--- config.mk ---
export PLATFORM = sky130hd
export DESIGN_NAME = gray_cnt_sched_flat
export DESIGN_NICKNAME = d
export VERILOG_FILES = /design/src/rtl/gray_cnt_sched_if.sv /design/src/rtl/gray_cnt_sched.sv /design/src/flat_wrapper.sv
export SDC_FILE = /design/constraint.sdc
export NUM_CORES = 1
export LEC_CHECK = 0
export CAP_MARGIN = 20
export CORE_MARGIN = 4
export CORE_UTILIZATION = 50
export DETAILED_ROUTE_END_ITERATION = 12
export GPL_TIMING_DRIVEN = 0
export PLACE_DENSITY = 0.75
export SLEW_MARGIN = 10
export SYNTH_ARGS = -nofsm -noshare
export SYNTH_HDL_FRONTEND = slang
export SYNTH_SLANG_ARGS = --single-unit
export TNS_END_PERCENT = 20
--- constraint.sdc ---
create_clock -name clk -period 2.15 [get_ports clk]
set_input_delay 0.43 -clock clk [delete_from_list [all_inputs] [get_ports clk]]
set_output_delay 0.43 -clock clk [all_outputs]
set_load 0.05 [all_outputs]
--- src/rtl/gray_cnt_sched_if.sv ---
// Scheduler bus: requester levels and pause in, grant/owner and Gray count out.
interface gray_cnt_sched_if #(
    parameter int CBITS = 18,
    parameter int NREQ  = 4
);
    localparam int OW = (NREQ > 1) ? $clog2(NREQ) : 1;

    logic [NREQ-1:0]  req;
    logic             pause;
    logic [NREQ-1:0]  gnt;
    logic [OW-1:0]    owner;
    logic [CBITS-1:0] gray_cnt;
    logic             cnt_valid;
    logic             sig;

    // Requester side drives requests and pause, observes the schedule.
    modport master (
        output req, pause,
        input  gnt, owner, gray_cnt, cnt_valid, sig
    );

    // Scheduler side.
    modport slave (
        input  req, pause,
        output gnt, owner, gray_cnt, cnt_valid, sig
    );
endinterface

--- src/rtl/gray_cnt_sched.sv ---
// Round-robin scheduler sharing one Gray-code counter between NREQ requesters.
// The owner advances the counter once per unpaused cycle for at most MAXBURST
// counts; each grant is preceded by exactly one arbitration (IDLE) cycle.
module gray_cnt_sched #(
    parameter int CBITS    = 18,
    parameter int NREQ     = 4,
    parameter int MAXBURST = 4
) (
    input  logic              clk,
    input  logic              rst,
    gray_cnt_sched_if.slave   bus
);
    localparam int OW  = (NREQ > 1) ? $clog2(NREQ) : 1;
    localparam int BCW = $clog2(MAXBURST + 1);

    typedef enum logic {IDLE, BUSY} state_t;

    state_t           state_q, state_d;
    logic [CBITS-1:0] b_q, b_d;
    logic [OW-1:0]    ptr_q, ptr_d;
    logic [BCW-1:0]   bc_q, bc_d;
    logic [NREQ-1:0]  gnt_q, gnt_d;
    logic [OW-1:0]    owner_q, owner_d;
    logic             valid_q, valid_d;
    logic             sig_q, sig_d;

    logic [OW-1:0]    pick;
    logic             found;
    logic [CBITS-1:0] b_inc;
    logic [BCW-1:0]   bc_inc;
    logic [OW-1:0]    ptr_next;

    function automatic logic [CBITS-1:0] to_gray(input logic [CBITS-1:0] b);
        return b ^ (b >> 1);
    endfunction

    assign b_inc    = b_q + CBITS'(1);
    assign bc_inc   = bc_q + BCW'(1);
    assign ptr_next = (owner_q == OW'(NREQ - 1)) ? '0 : owner_q + OW'(1);

    // Circular search for the first active request starting at ptr.
    always_comb begin
        int unsigned idx;
        idx   = 0;
        pick  = '0;
        found = 1'b0;
        for (int unsigned i = 0; i < NREQ; i++) begin
            idx = (32'(ptr_q) + i) % NREQ;
            if (!found && bus.req[idx]) begin
                found = 1'b1;
                pick  = OW'(idx);
            end
        end
    end

    // Next-state and output decode for the IDLE/BUSY scheduler.
    always_comb begin
        state_d = state_q;
        b_d     = b_q;
        ptr_d   = ptr_q;
        bc_d    = bc_q;
        gnt_d   = gnt_q;
        owner_d = owner_q;
        valid_d = 1'b0;
        sig_d   = 1'b0;
        case (state_q)
            IDLE: begin
                if (found) begin
                    gnt_d       = '0;
                    gnt_d[pick] = 1'b1;
                    owner_d     = pick;
                    bc_d        = '0;
                    state_d     = BUSY;
                end
            end
            BUSY: begin
                if (!bus.req[owner_q]) begin
                    // Owner drop takes priority over pause.
                    gnt_d   = '0;
                    ptr_d   = ptr_next;
                    state_d = IDLE;
                end else if (!bus.pause) begin
                    b_d     = b_inc;
                    valid_d = 1'b1;
                    sig_d   = (to_gray(b_inc) == '0);
                    bc_d    = bc_inc;
                    if (bc_inc == BCW'(MAXBURST)) begin
                        gnt_d   = '0;
                        ptr_d   = ptr_next;
                        state_d = IDLE;
                    end
                end
            end
            default: state_d = IDLE;
        endcase
    end

    // State registers with asynchronous reset.
    always_ff @(posedge clk or posedge rst) begin
        if (rst) begin
            state_q <= IDLE;
            b_q     <= '0;
            ptr_q   <= '0;
            bc_q    <= '0;
            gnt_q   <= '0;
            owner_q <= '0;
            valid_q <= 1'b0;
            sig_q   <= 1'b0;
        end else begin
            state_q <= state_d;
            b_q     <= b_d;
            ptr_q   <= ptr_d;
            bc_q    <= bc_d;
            gnt_q   <= gnt_d;
            owner_q <= owner_d;
            valid_q <= valid_d;
            sig_q   <= sig_d;
        end
    end

    assign bus.gnt       = gnt_q;
    assign bus.owner     = owner_q;
    assign bus.gray_cnt  = to_gray(b_q);
    assign bus.cnt_valid = valid_q;
    assign bus.sig       = sig_q;
endmodule
--- src/flat_wrapper.sv ---
// flat-port wrapper written by rule: the top's interface ports become plain ports
module gray_cnt_sched_flat 
#(
    parameter int CBITS    = 18,
    parameter int NREQ     = 4,
    parameter int MAXBURST = 4
)
  (clk, rst, bus_req, bus_pause, bus_gnt, bus_owner, bus_gray_cnt, bus_cnt_valid, bus_sig);
  gray_cnt_sched_if #(.CBITS(CBITS), .NREQ(NREQ)) bus_i ();
  input  logic clk;
  input  logic rst;
  input wire logic [$bits(bus_i.req)-1:0] bus_req;
  input wire logic [$bits(bus_i.pause)-1:0] bus_pause;
  output wire logic [$bits(bus_i.gnt)-1:0] bus_gnt;
  output wire logic [$bits(bus_i.owner)-1:0] bus_owner;
  output wire logic [$bits(bus_i.gray_cnt)-1:0] bus_gray_cnt;
  output wire logic [$bits(bus_i.cnt_valid)-1:0] bus_cnt_valid;
  output wire logic [$bits(bus_i.sig)-1:0] bus_sig;
  assign bus_i.req = bus_req;
  assign bus_i.pause = bus_pause;
  assign bus_gnt = bus_i.gnt;
  assign bus_owner = bus_i.owner;
  assign bus_gray_cnt = bus_i.gray_cnt;
  assign bus_cnt_valid = bus_i.cnt_valid;
  assign bus_sig = bus_i.sig;
  gray_cnt_sched #(.CBITS(CBITS), .NREQ(NREQ), .MAXBURST(MAXBURST)) u_core (.clk(clk), .rst(rst), .bus(bus_i));
endmodule
==> results of run 1 <==
[critical path: stages (launching register included)]
cell	delay, ps
dfrtp_1	450
buf_4	140
clkdlybuf4s50_1	790
[how the worst min path moves through the flow]
| stage | start | end | cells after the start |
|---|---|---|---|
| 6_report | u_core.bus.gnt[2] | u_core.bus.gnt[2] | 2 |
| 5_1_grt | u_core.bus.gnt[3] | u_core.bus.gnt[3] | 1 |
| 4_1_cts | u_core.bus.gnt[2] | u_core.bus.gnt[2] | 2 |
| 3_5_place_dp | u_core.bus.gnt[2] | u_core.bus.gnt[2] | 2 |
| 3_3_place_gp | u_core.bus.gnt[2] | u_core.bus.gnt[2] | 2 |
| 2_1_floorplan | u_core.b_q[1] | u_core.b_q[1] | 1 |
[logic make-up after synthesis]
group,after synthesis,share of synthesized area
XOR/XNOR,29,0.126
adder cells (fa/ha/maj),19,0.118
buffers and inverters,16,0.0421
AND/OR/NAND/NOR,70,0.191
flip-flops,32,0.396
AO/OA/AOI/OAI,27,0.0910
multiplexers,6,0.0371
[power by group]
part / internal, mW / switching (mW) / leakage (nW)
Clock: 0.343 / 0.230 / 0.0541
Sequential: 0.760 / 0.148 / 0.422
Combinational: 0.567 / 0.985 / 0.732
[sequential cells by signal, summed over array words and instances (netlist names)]
signal	cells
u_core.bus.owner	2
u_core.state_q	1
u_core.bus.gnt	4
u_core.bus.cnt_valid	1
u_core.bus.sig	1
u_core.bc_q	3
u_core.ptr_q	2
u_core.b_q	18
[synth_stat cells, drive strengths merged (2+ instances only)]
cell / instances / share of area
and3: 6 / 0.021
a211oi: 2 / 0.0074
buf: 7 / 0.024
dfrtp: 32 / 0.40
ha: 19 / 0.12
xor2: 7 / 0.030
o21ai: 6 / 0.015
nand4: 3 / 0.0093
nand3: 13 / 0.032
xnor2: 22 / 0.095
o22ai: 2 / 0.0062
o21a: 2 / 0.0074
clkbuf: 4 / 0.0087
nand2b: 2 / 0.0062
nor3: 6 / 0.015
mux2: 2 / 0.011
nor4: 4 / 0.020
inv: 5 / 0.0093
nor2: 9 / 0.018
a21oi: 5 / 0.014
a22o: 2 / 0.0087
nor3b: 2 / 0.013
a31oi: 2 / 0.0062
mux2i: 3 / 0.015
nand2: 20 / 0.038
[metal layers]
| metal | global-route usage | vias to the layer above | wire (microns) |
|---|---|---|---|
| met1 | 0.272 | 754 | 2030 |
| met2 | 0.286 | 35 | 2010 |
| met4 | 0.0605 | 0 | 57 |
| li1 | - | 781 | - |
| met3 | 0.0365 | 6 | 219 |
| met5 | 0 | - | 0 |
[layout make-up]
type,instances,area share
flip-flops and latches,32,0.318
multi-input cells,151,0.452
plain buffers,11,0.0263
clock inverters,3,0.0168
inverters,5,0.00743
repair buffers,33,0.129
clock buffers,5,0.0272
well taps,48,0.0238
[what timing repair did]
item                       in CTS  in global routing
setup endpoints to repair      17                  3
resized for setup              17                  7
cloned                          0                  0
==> flow_summary.toml, run 1 <==
[drt]
drtIter0Drc = 72
num_vias = 1576
drt.antenna.violating_nets = 0
via_per_inst = 5.47
route.detailed.drc = 0
drt-pass1-iter-count = 4
drt_wl_total_microns = 4310
wl_per_cell_microns = 15.0

[outcome]
status = "completed"

[clock_network]
clock_sinks = 32
postCtsHoldBufs = 0
ctsRootBufferMaster = "clkbuf_8"
h-tree-depth = 2
tritoncts = "built"
cts_buffers = 5
clockBufferDepth = 2
clk_pin_slew_ps = 70
insertion_delay_ps = 280
cts_setup_buffers = 0

[grt]
grt_max_degree = 18
groute.usage.overall = 0.189
grt_pass1_vias = 1537
antenna_found_initial = 0
grt_pass1_wl_microns = 7660
grt-ovfl-total = 0

[timing]
finalCriticalPeriod_ps = 2090
setup_viol = 0
rsz0062_at_grt = "false"
worst_slew_pin_slew_ps = 756
hold_violations = 0
setup_ws_ps = 62.1
drv_slew = 0
fin_worst_skew_ps = 4.33
setup_tns_ps = 0
min_period_over_period = 0.971
hold_ws_ps = 489
relSlewSlack = 0.496
fmax_mhz = 479

[setup_path]
reg2reg_depth = 8
cp-start-kind = "register"
reg2reg_from = "u_core.b_q[1]"
cp.arrival_ps = 1660
reg2reg_slack_ps = 210
worst-setup-path-type = "register to primary output"
crit_path_end = "bus_gray_cnt[17]"
startpoint = "u_core.b_q[17]"
worstSetupEndpointType = "primary output"
required_ps = 1720
r2r-end = "u_core.bus.sig"
path_max_fanout = 6

[yosys]
synth.distinct_cells = 47
yosysSeqAreaShare = 0.396
synth_top_flop_cell = "dfrtp_1"
netlist_area_sq_um = 2020
ys_seq_elements = 32
synth_nets = 225
synthArstFlopShare = 1.00
syn_area_per_cell_sq_um = 10.2
synth_edf_count = 0
yosysWarnings = 0
syn_inst = 199

[layout]
layout_commonest_cell = "dfrtp_1"
nets = 265
multi_input_area_sq_um = 1140
regArea_sq_um = 803
stdcell_area_sq_um = 2530
drive_gt1_frac = 0.138
stdcell_count = 288
fillers = 314
syn_to_final_growth_pct = 24.9
layout_common_cells = "dfrtp_1 (30), xnor2_1 (22), nand2_1 (19), ha_1 (18), dlygate4sd2_1 (16)"
final_util = 0.670
antenna-diode-count = 0

[placed_design]
dp_hpwl_microns = 3310
place.gp.congestion = 0.799
dpl_cell_area_sq_um = 2430
dp_slack_ps = -123
port_buffers = 32
dp_cells = 280

[pwr]
powerDensity_nw_per_um2 = 1200
p_leak_nw = 1.21
ir_drop_mv = 0.783
p_total_mw = 3.03

[floorplanning]
fp.dieW_microns = 71.6
ios = 33
die_h_microns = 71.6
initial_core_util = 0.536
die-area_sq_um = 5130
num_rows = 22
core_sq_um = 3770

[flow_run]
drv_cap = 0

[min_path]
min_path_type = "register to register"
Note: power is estimated with default switching activity, not from simulation.
==> inputs of run 2 (changes only) <==
==> constraint.sdc (replaced) <==
create_clock -name clk -period 2.15 [get_ports clk]
set_input_delay 0.215 -clock clk [delete_from_list [all_inputs] [get_ports clk]]
set_output_delay 0.215 -clock clk [all_outputs]
set_load 0.05 [all_outputs]
==> flow_summary.toml, run 2 (same netlist as run 1, synthesis figures left out) <==
[layout]
stdcell_area_sq_um = 2550
drive_gt1_frac = 0.133
largest_reg_flops = 18
nets = 265
regMostFlops = "u_core.b_q"
layout_commonest_cell = "dfrtp_1"
antenna-diode-count = 0
syn_to_final_growth_pct = 26.2
layout_common_cells = "dfrtp_1 (30), clkdlybuf4s50_1 (29), xnor2_1 (22), nand2_1 (19), ha_1 (18)"

[timing]
rsz0062_at_grt = "false"
hold_violations = 0
drv_slew = 0
worst_slew_pin_slew_ps = 756
fin_worst_skew_ps = 4.33
min_period_over_period = 0.973
setup_viol = 0
setup_tns_ps = 0
finalCriticalPeriod_ps = 2090
relSlewSlack = 0.496
fmax_mhz = 478

[floorplanning]
core_sq_um = 3770
num_rows = 22
ios = 33
initial_core_util = 0.536
fp.dieW_microns = 71.6
die-area_sq_um = 5130
die_h_microns = 71.6

[setup_path]
required_ps = 1930
cpLargestDelayFamily = "buffers and inverters"
cp.arrival_ps = 1880
worst-setup-path-type = "register to primary output"
crit_slowest_cell = "clkdlybuf4s50_1"
path_max_fanout = 7
reg2reg_depth = 8
startpoint = "u_core.b_q[2]"
worstSetupEndpointType = "primary output"
cp-start-kind = "register"
crit_chain = "ha_2 -> clkdlybuf4s50_1"
crit_buf_inv = 1
critPathMaxStageDelay_ps = 790
reg2reg_from = "u_core.b_q[1]"
r2r-end = "u_core.bus.sig"
reg2reg_slack_ps = 210

[clock_network]
clock_sinks = 32
cts_buffers = 5
tritoncts = "built"
postCtsHoldBufs = 0
h-tree-depth = 2
clockBufferDepth = 2
insertion_delay_ps = 280
ctsRootBufferMaster = "clkbuf_8"
cts_setup_buffers = 0
clk_pin_slew_ps = 70

[grt]
grt_max_degree = 18
grt-ovfl-total = 0
grt_pass1_vias = 1537
groute.usage.overall = 0.189
antenna_found_initial = 0
grt_pass1_wl_microns = 7660

[drt]
drtIter0Drc = 72
drt_wl_total_microns = 4310
via_per_inst = 5.47
route.detailed.drc = 0
num_vias = 1576
wl_per_cell_microns = 15.0
drt-pass1-iter-count = 4
drt.antenna.violating_nets = 0

[placed_design]
place.gp.congestion = 0.799
dp_hpwl_microns = 3310
port_buffers = 32
dpl_cell_area_sq_um = 2430

[pwr]
powerDensity_nw_per_um2 = 1200
p_total_mw = 3.07
p_leak_nw = 1.18
ir_drop_mv = 0.782

[min_path]
min_path_type = "input port to async pin"

[flow_run]
drv_cap = 0

[outcome]
status = "completed"
run 2: cell types whose count changed in the layout (fill, tap and decap cells not counted), sizes merged:
cell	before	now
dlymetal6s2s	0	2
dlygate4sd2	16	1
clkdlybuf4s50	15	29
buf	9	8
run 2: cell type report:
cell class | instances | area, sq um
inverters | 5 | 18.8
repair buffers | 33 | 352
fillers | 310 | 1220
clock inverters | 3 | 42.5
clock buffers | 5 | 68.8
well taps | 48 | 60.1
flip-flops and latches | 32 | 803
multi-input cells | 151 | 1140
plain buffers | 11 | 66.3
run 2: power by group:
group | leakage (nW) | total, mW | switching [mW] | internal, mW
registers | 0.422 | 0.908 | 0.148 | 0.760
logic | 0.703 | 1.59 | 0.986 | 0.605
clock network | 0.0541 | 0.573 | 0.230 | 0.343
total | 1.18 | 3.07 | 1.36 | 1.71
run 2: worst max-delay path by stage:
stage                     cells past startpoint                 to  slack (ps)
after global routing                          2    bus_gray_cnt[8]          10
after floorplan                               4      u_core.b_q[1]         160
after CTS                                     3   bus_gray_cnt[16]          10
after detailed placement                      6  u_core.bus.gnt[3]          90
after global placement                        6  u_core.bus.gnt[1]          50
final                                         2    bus_gray_cnt[2]          60
run 2: repair_timing:
action                                  in CTS  in global routing
pin swaps                                    0                  0
gates resized for setup                      1                  7
endpoints found under the hold margin        0                  0
endpoints found under the setup margin       1                  5
run 2: worst register-to-register path, stage by stage (launching register included):
cell and delay (ps):
dfrtp_1 400, ha_1 180, clkbuf_2 150, and3_1 190, buf_2 150, and3_4 200
mux2i_1 130, a211oi_1 230, o2111a_1 240
run 2: metal layers:
| layer | global-route usage | share of wire | vias up |
|---|---|---|---|
| met5 | 0 | 0 | - |
| met4 | 0.0605 | 0.013 | 0 |
| met3 | 0.0365 | 0.050 | 6 |
| met1 | 0.272 | 0.47 | 754 |
| li1 | - | - | 781 |
| met2 | 0.286 | 0.47 | 35 |
run 2: per-stage QoR:
stage / utilization / worst slack, ps / hold slack, ps / instances
6_report: 0.677 / 57.1 / 367 / 288
5_1_grt: 0.677 / 9.95 / 427 / 288
4_1_cts: 0.674 / 11.7 / 391 / 288
3_5_place_dp: 0.644 / 91.6 / 481 / 280
3_3_place_gp: 0.637 / 46.9 / 477 / 279
2_1_floorplan: - / 155 / 331 / 199
